**config.mk**
```make
export PLATFORM = sky130hd
export DESIGN_NAME = icetap_capture
export DESIGN_NICKNAME = d
export VERILOG_FILES = /design/src/rtl/icetap_pkg.sv /design/src/rtl/icetap_sample_ram.sv /design/src/rtl/icetap_capture.sv
export SDC_FILE = /design/constraint.sdc
export NUM_CORES = 2
export LEC_CHECK = 0
export CORE_ASPECT_RATIO = 1.2
export CORE_MARGIN = 4
export CORE_UTILIZATION = 50
export CTS_CLUSTER_DIAMETER = 50
export DETAILED_ROUTE_END_ITERATION = 8
export GPL_ROUTABILITY_DRIVEN = 0
export HOLD_SLACK_MARGIN = 0.1
export PLACE_DENSITY = 0.77
export SLEW_MARGIN = 20
export SYNTH_ARGS = -nofsm -noshare
export SYNTH_HDL_FRONTEND = slang
export SYNTH_SLANG_ARGS = --single-unit
export TNS_END_PERCENT = 50
```
**constraint.sdc**
```tcl
create_clock -name clk -period 4.6 [get_ports clk]
set_clock_uncertainty 0.15 [all_clocks]
set_input_delay 1.15 -clock clk [delete_from_list [all_inputs] [get_ports clk]]
set_output_delay 1.15 -clock clk [all_outputs]
set_load 0.1 [all_outputs]
```
**src/rtl/icetap_pkg.sv**
```systemverilog
// Shared constants for the icetap logic-analyser capture block.
package icetap_pkg;

    localparam int unsigned STATE_W = 3;

    localparam logic [STATE_W-1:0] ST_IDLE    = 3'd0;
    localparam logic [STATE_W-1:0] ST_PREFILL = 3'd1;
    localparam logic [STATE_W-1:0] ST_ARMED   = 3'd2;
    localparam logic [STATE_W-1:0] ST_POST    = 3'd3;
    localparam logic [STATE_W-1:0] ST_DONE    = 3'd4;

endpackage

```
**src/rtl/icetap_sample_ram.sv**
```systemverilog
// Simple dual-port sample store: one write port, one registered read port.
module icetap_sample_ram #(
    parameter int unsigned WIDTH = 8,
    parameter int unsigned DEPTH = 256,
    localparam int unsigned ADDR_W = $clog2(DEPTH)
) (
    input  logic              clk,
    input  logic              reset,
    input  logic              we,
    input  logic [ADDR_W-1:0] waddr,
    input  logic [WIDTH-1:0]  wdata,
    input  logic [ADDR_W-1:0] raddr,
    output logic [WIDTH-1:0]  rdata
);

    logic [WIDTH-1:0] mem [DEPTH];

    always_ff @(posedge clk) begin
        if (we) begin
            mem[waddr] <= wdata;
        end
    end

    // Output register reset only; the array itself is never cleared.
    always_ff @(posedge clk) begin
        if (reset) begin
            rdata <= '0;
        end else begin
            rdata <= mem[raddr];
        end
    end

endmodule

```
**src/rtl/icetap_capture.sv**
```systemverilog
// Triggered capture of probed signals into a circular sample buffer with
// configurable pre-trigger depth and sample-rate divider.
module icetap_capture
    import icetap_pkg::*;
#(
    parameter int unsigned NR_SIGNALS   = 8,
    parameter int unsigned RECORD_DEPTH = 256,
    localparam int unsigned ADDR_W      = $clog2(RECORD_DEPTH)
) (
    input  logic                  clk,
    input  logic                  reset,
    input  logic [NR_SIGNALS-1:0] signals_in,
    input  logic                  start,
    input  logic                  abort,
    input  logic [NR_SIGNALS-1:0] trig_mask,
    input  logic [NR_SIGNALS-1:0] trig_value,
    input  logic [NR_SIGNALS-1:0] trig_rise,
    input  logic [NR_SIGNALS-1:0] trig_fall,
    input  logic [ADDR_W-1:0]     pre_samples,
    input  logic [15:0]           sample_div,
    output logic [2:0]            state,
    output logic                  triggered,
    output logic                  done,
    output logic [ADDR_W-1:0]     trig_addr,
    input  logic [ADDR_W-1:0]     rd_addr,
    output logic [NR_SIGNALS-1:0] rd_data
);

    logic [STATE_W-1:0]    state_q, state_d;
    logic [NR_SIGNALS-1:0] mask_q, value_q, rise_q, fall_q, prev_q, prev_eff;
    logic [ADDR_W-1:0]     pre_q, pre_cnt_q, post_rem_q, wptr_q, post_len, rd_phys;
    logic [15:0]           div_q, tick_cnt_q;
    logic                  have_prev_q;
    logic                  capturing, tick, lvl_ok, rise_ok, fall_ok, hit;
    logic                  accept, fire;

    assign capturing = (state_q == ST_PREFILL) || (state_q == ST_ARMED) || (state_q == ST_POST);
    assign tick      = capturing && (tick_cnt_q == 16'd0);

    // Without a previous sample (no prefill) the current one stands in, so no edge is seen.
    assign prev_eff = have_prev_q ? prev_q : signals_in;
    assign lvl_ok   = ((signals_in ^ value_q) & mask_q) == '0;
    assign rise_ok  = (rise_q == '0) || ((rise_q & ~prev_eff & signals_in) != '0);
    assign fall_ok  = (fall_q == '0) || ((fall_q & prev_eff & ~signals_in) != '0);
    assign hit      = lvl_ok && rise_ok && fall_ok;

    assign post_len = ADDR_W'(RECORD_DEPTH - 1) - pre_q;
    assign rd_phys  = trig_addr - pre_q + rd_addr;

    assign state = state_q;

    // Next-state logic.
    always_comb begin
        state_d = state_q;
        accept  = 1'b0;
        fire    = 1'b0;
        case (state_q)
            ST_IDLE, ST_DONE: begin
                if (start) begin
                    accept  = 1'b1;
                    state_d = (pre_samples == '0) ? ST_ARMED : ST_PREFILL;
                end
            end
            ST_PREFILL: begin
                if (tick && (ADDR_W'(pre_cnt_q + ADDR_W'(1)) == pre_q)) begin
                    state_d = ST_ARMED;
                end
            end
            ST_ARMED: begin
                if (tick && hit) begin
                    fire    = 1'b1;
                    state_d = (post_len == '0) ? ST_DONE : ST_POST;
                end
            end
            ST_POST: begin
                if (tick && (post_rem_q == ADDR_W'(1))) begin
                    state_d = ST_DONE;
                end
            end
            default: state_d = ST_IDLE;
        endcase
        if (abort) begin
            state_d = ST_IDLE;
            accept  = 1'b0;
            fire    = 1'b0;
        end
    end

    always_ff @(posedge clk) begin
        if (reset) begin
            state_q     <= ST_IDLE;
            done        <= 1'b0;
            triggered   <= 1'b0;
            trig_addr   <= '0;
            wptr_q      <= '0;
            tick_cnt_q  <= '0;
            pre_cnt_q   <= '0;
            post_rem_q  <= '0;
            prev_q      <= '0;
            have_prev_q <= 1'b0;
            mask_q      <= '0;
            value_q     <= '0;
            rise_q      <= '0;
            fall_q      <= '0;
            pre_q       <= '0;
            div_q       <= '0;
        end else begin
            state_q <= state_d;
            done    <= (state_d == ST_DONE);
            if (abort) begin
                triggered <= 1'b0;
            end else if (accept) begin
                mask_q      <= trig_mask;
                value_q     <= trig_value;
                rise_q      <= trig_rise;
                fall_q      <= trig_fall;
                pre_q       <= pre_samples;
                div_q       <= sample_div;
                wptr_q      <= '0;
                tick_cnt_q  <= '0;
                pre_cnt_q   <= '0;
                have_prev_q <= 1'b0;
                triggered   <= 1'b0;
            end else if (tick) begin
                wptr_q      <= wptr_q + ADDR_W'(1);
                prev_q      <= signals_in;
                have_prev_q <= 1'b1;
                tick_cnt_q  <= div_q;
                if (state_q == ST_PREFILL) begin
                    pre_cnt_q <= pre_cnt_q + ADDR_W'(1);
                end
                if (fire) begin
                    trig_addr  <= wptr_q;
                    triggered  <= 1'b1;
                    post_rem_q <= post_len;
                end else if (state_q == ST_POST) begin
                    post_rem_q <= post_rem_q - ADDR_W'(1);
                end
            end else if (capturing) begin
                tick_cnt_q <= tick_cnt_q - 16'd1;
            end
        end
    end

    icetap_sample_ram #(
        .WIDTH (NR_SIGNALS),
        .DEPTH (RECORD_DEPTH)
    ) u_ram (
        .clk   (clk),
        .reset (reset),
        .we    (tick),
        .waddr (wptr_q),
        .wdata (signals_in),
        .raddr (rd_phys),
        .rdata (rd_data)
    );

endmodule

```
# Yosys cells after proc, flatten, opt, wreduce, memory -nomap -nowiden
# Memories as Yosys holds them, arrays and structs flattened. A register that Yosys moved wholly into a read port is not among the register bits.
# Cells that the tools add are included.
[classes] n_addsub=7 eq_ne=7 n_mux=29 n_bitwise=10 reduce_logical=33
[op_table] operator="$mux 8" n=8
[op_table] operator="$mux 16" n=3
[op_table] operator="$and 8x8->8" n=5
[op_table] operator="$logic_not 8->1" n=5
[op_table] operator="$mux 3" n=6
[op_table] operator="$add 8x1->8 const B" n=2
[op_table] operator="$logic_not 16->1" n=1
[op_table] operator="$not 8->8" n=2
[op_table] operator="$reduce_bool 8->1" n=2
[op_table] operator="$sub 16x1->16 const B" n=1
[op_table] operator="$pmux 3 s4" n=1
[op_table] operator="$mux 1" n=10
[op_table] operator="$add 8x8->8" n=1
[op_table] operator="$eq 8x1->1 const B" n=1
[op_table] operator="$eq 8x8->1" n=1
[op_table] operator="$reduce_and 2->1" n=4
[op_table] operator="$reduce_and 4->1" n=2
[op_table] operator="$sub 8x1->8 const B" n=1
[op_table] operator="$sub 8x8->8" n=1
[op_table] operator="$sub 8x8->8 const A" n=1
[op_table] operator="$xor 8x8->8" n=1
[op_table] operator="$eq 3x2->1 const B" n=2
[op_table] operator="$eq 3x3->1 const B" n=2
[op_table] operator="$logic_and 1x1->1" n=6
[op_table] operator="other kinds (10)" n=17
[totals] reg_bits=118 ramBits=2048 in_bits=76 wordCells=103 memories=1
[mem_list] name="u_ram.mem" words=256 word_bits=8 read_ports=1 rd_ports_with_merged_regs=1 write_ports=1 line_no="icetap_sample_ram.sv:16" rtl="logic [WIDTH-1:0] mem [DEPTH];"

# Logic depth before layout (Yosys ltp)
[logic_depth] word_depth=14 mapped_depth=16 depth_no_buf=13

# By module
# Synthesis repeated with hierarchy kept, for this count alone.
[hier_totals] hier_cells=4821 hier_area_um2=86665.6
[by_module_without_submodules] mod="icetap_sample_ram" n_inst=1 cells_each=4027 area_each_um2=80597.3
[by_module_without_submodules] mod="icetap_capture" n_inst=1 cells_each=794 area_each_um2=6068.3

# Worst setup path before layout
# Ideal clock, no wire load.
[synth_path] path_type="input -> register" startpoint="input port rd_addr[0]" endpoint="register u_ram.rdata[3] (read register of u_ram.mem)" setup_time_ns=0.130 arrival_ns=4.386 setup_slack_ns=-0.066 stages=16 path_buffers=4 path_cell_list="inv_1 > ha_1 > inv_1 > ha_1 > fa_1 > buf_2 > clkbuf_1 > buf_1 > buf_1 > mux4_2 > nand2_1 > nand3_1 > a221oi_1 > a31oi_1 > nand2_1 > nand4_1"
[synth_via] elab_chain_cells=1
[synth_lines] item="from (decl)" line_no="icetap_capture.sv:25" rtl="input logic [ADDR_W-1:0] rd_addr,"
[synth_lines] item="$add 8x8->8" line_no="icetap_capture.sv:48" rtl="assign rd_phys = trig_addr - pre_q + rd_addr;"
[synth_lines] item="to (decl)" line_no="icetap_sample_ram.sv:13" rtl="output logic [WIDTH-1:0] rdata"
# Every way passes these cells.
# A chain may end at the register's enable or synchronous reset.

# Final worst setup path
[layout_path] startpoint="input port rd_addr[2]" endpoint="register u_ram.rdata[3] (read register of u_ram.mem)"
# Same word-level chain as after synthesis.

==> impl_results.md <==
- Crit path required time: 5.17 ns
- Core area: 170000 µm²
- CTS Sinks: 2174
- ANT nets after route: 0
- DRT iter0 DRCs: 6162
- # setup viols final: 0
- First-pass GRT wire length: 322 mm
- Total power: 44400 µW
- Post-Synthesis Cells: 4498
- Synth Flop Type: edfxtp_1
- Root buf cell: clkbuf_16
- Post-synth EDFFs: 2048
- Leak: 0.0320 µW
- Final HPWL DP: 129 mm
- Worst setup path class: primary input to flop
- PortBufs: 96
- Die Y: 461 µm
- Worst hold path type: flop to flop
- Max-slew violation count: 0
- Max-slew headroom: 15.8%
- Seq/Total Area, Yosys: 74.9%
- H-tree Lvls: 4
- GRT overflow: 0
- Insertion delay to the later sink of the worst-skew pair: 0.83 ns
- Syn Nets: 4598
- R2R Path End: u_ram.rdata[6]
- Max Fanout on Critical Path: 12
- Initial antenna violation count: 5
- CP endpoint kind: flop
- Die ar.: 178000 µm²
- Flop-to-flop setup slack: 0.19 ns
- # IOs: 97
- Outcome: complete, no violations
- Maxcap violations: 0
- Fin crit share: 98.5%
- Final Hold Viols: 0
- Number of CTS-inserted buffers: 197
- CP max stage delay: 0.56 ns
- Reg-to-reg startpoint: trig_addr[1]
- Setup crit start kind: primary input
- Power per standard cell area: 445 nW/µm²
- Ys async rst share: 0%
- HP Start: mask_q[6]
- Row Count: 166
- Final instance area: 99600 µm²
- Critical path cell sequence: clkdlybuf4s50_1 -> inv_1 -> fa_1 -> inv_1 -> ha_1 -> a21oi_1 -> a21oi_1 -> or2_4 -> buf_12 -> nor2_1 -> a221oi_2 -> a22oi_1 -> nand4_1
- Most frequent cells in the layout: edfxtp_1, mux4_2, nand2_1, nor2_1, buf_4
- FF+latch count, synth: 2174
- Die W: 386 µm
- Worst vdd ir: 0.406 mV
- Placement-stage cell area: 92400 µm²
- Place WS: -1.08 ns
- Largest net degree at the start of global routing: 230
- Slowest CP cell: nor2_1
- Clock transition at the registers of the reported paths: 0.07 ns
- Commonest non-fill, non-tap cell in the layout: edfxtp_1
- Post-synthesis cell type count: 59
- Area growth syn-to-layout: 16.5%
- CTS tree: done
- Reg2reg path depth: 16
- Post-layout min period: 4.53 ns
- GRT Total Usage: 24.7%
- Final nets: 5057
- Detailed Routing Iterations Pass 1: 6
- Wire length per cell: 29.7 µm
- DR vias: 46673
- Fmax: 0.221 GHz
- Hold depth: 2
- Share of cells above drive strength 1: 26.2%
- Max Root-Sink Buffers: 3
- Worst Hold End: mask_q[6]
- RSZ-0062 raised after global routing: false
- Final wirelength: 220 mm
- Synth warn: 0
- Via density per instance: 6.30
- Starting Density: 50.2%
- Synthesized area: 85500 µm²
- Mean area per synthesized cell: 19.0 µm²
- Critical path arrival: 5.10 ns
- Worst-margin pin slew: 1.26 ns
- Post-route setup slack: 0.0675 ns
- DRC Markers: 0
- Number of global-route vias before repair: 47668
- Hold-fix buffers, CTS: 0
[worst max-delay path: cells and delay by family]
| kind | cells | cell delay [ns] |
|---|---|---|
| compound gates | 4 | 1.09 |
| fa+ha+maj | 2 | 0.82 |
| buf+inv | 4 | 0.87 |
| simple gates | 3 | 1.13 |
[layer usage]
metal / global-route usage, % / routed length (µm) / part of all wire (%)
met5: 0 / 86 / 0.039
met4: 12.5 / 12700 / 5.8
met3: 5.28 / 21800 / 9.9
met2: 40.8 / 110000 / 50
met1: 31.3 / 75800 / 34
[cells by family (layout without fill, tap and decap cells)]
| kind of cell | Yosys count | in the layout | synth area share [%] |
|---|---|---|---|
| AO/OA/AOI/OAI | 338 | 338 | 2.50 |
| AND/OR/NAND/NOR | 988 | 988 | 4.95 |
| buffers and inverters | 302 | 935 | 1.40 |
| flip-flops | 2174 | 2174 | 74.9 |
| other | 0 | 4 | 0 |
| adder cells (fa/ha/maj) | 24 | 24 | 0.413 |
| XOR/XNOR | 33 | 33 | 0.338 |
| multiplexers | 639 | 639 | 15.5 |
[power breakdown]
group / total [µW] / internal (µW) / switching, µW
sequential: 21800 / 21700 / 107
combinational: 6310 / 2710 / 3590
clock: 16300 / 8940 / 7340
[registers in the layout, summed over array words and instances (netlist names), 3 cells and up]
name         count
div_q           16
fall_q           8
mask_q           8
post_rem_q       8
pre_cnt_q        8
pre_q            8
prev_q           8
rise_q           8
state            3
tick_cnt_q      16
trig_addr        8
u_ram.mem     2048
u_ram.rdata      8
value_q          8
wptr_q           8
[through the flow]
stage / hold WS (ns) / util (%) / TNS [ns] / instances
2_1_floorplan: 0.285 / - / 0 / 4498
3_3_place_gp: 0.294 / 54.3 / -7.91 / 6999
3_5_place_dp: 0.299 / 54.3 / -7.93 / 6999
4_1_cts: 0.307 / 58.3 / 0 / 7389
5_1_grt: 0.327 / 58.5 / 0 / 7399
6_report: 0.306 / 58.5 / 0 / 7403
[layout make-up]
type / instances / area [µm²]
antenna: 4 / 10.0
inverter: 42 / 158
clock buffer: 250 / 5170
fill: 11782 / 70700
timing repair buffer: 520 / 5580
multi-input combinational: 2022 / 20600
clock inverter: 123 / 1210
sequential: 2174 / 64000
tap: 2268 / 2840
[how the worst max path moves through the flow]
stage	endpoint	startpoint	slack, ns	cells past startpoint
global placement	u_ram.rdata[5]	rd_addr[1]	-1.09	14
finish	u_ram.rdata[3]	rd_addr[2]	0.07	13
CTS	u_ram.rdata[1]	rd_addr[0]	0.002	17
floorplan	u_ram.rdata[4]	rd_addr[0]	0.005	13
detailed placement	u_ram.rdata[3]	rd_addr[1]	-1.08	14
global route	u_ram.rdata[6]	rd_addr[2]	0.005	13
[cells in the mapped netlist, types with 15 or more instances]
master,n,area (µm²)
a211oi_1,18,135
a21oi_1,149,746
a221oi_1,16,140
a22oi_1,37,278
buf_1,46,173
buf_2,35,175
clkbuf_1,176,661
dfxtp_1,126,2520
edfxtp_1,2048,61500
ha_1,17,213
inv_1,42,158
mux2i_1,88,881
mux4_2,551,12400
nand2_1,402,1510
nand3_1,104,521
nand3b_1,15,113
nand4_1,22,138
nor2_1,349,1310
nor2b_1,16,100
nor3_1,26,130
o211ai_1,20,150
o21ai_0,36,180
xnor2_1,19,166
[timing repair]
item	CTS	global route
cloned	10	3
pin swaps	5	11
resized for setup	28	42
setup buffers	7	6
endpoints found under the setup margin	7	8
No activity file was read; power rests on OpenSTA's default activity.
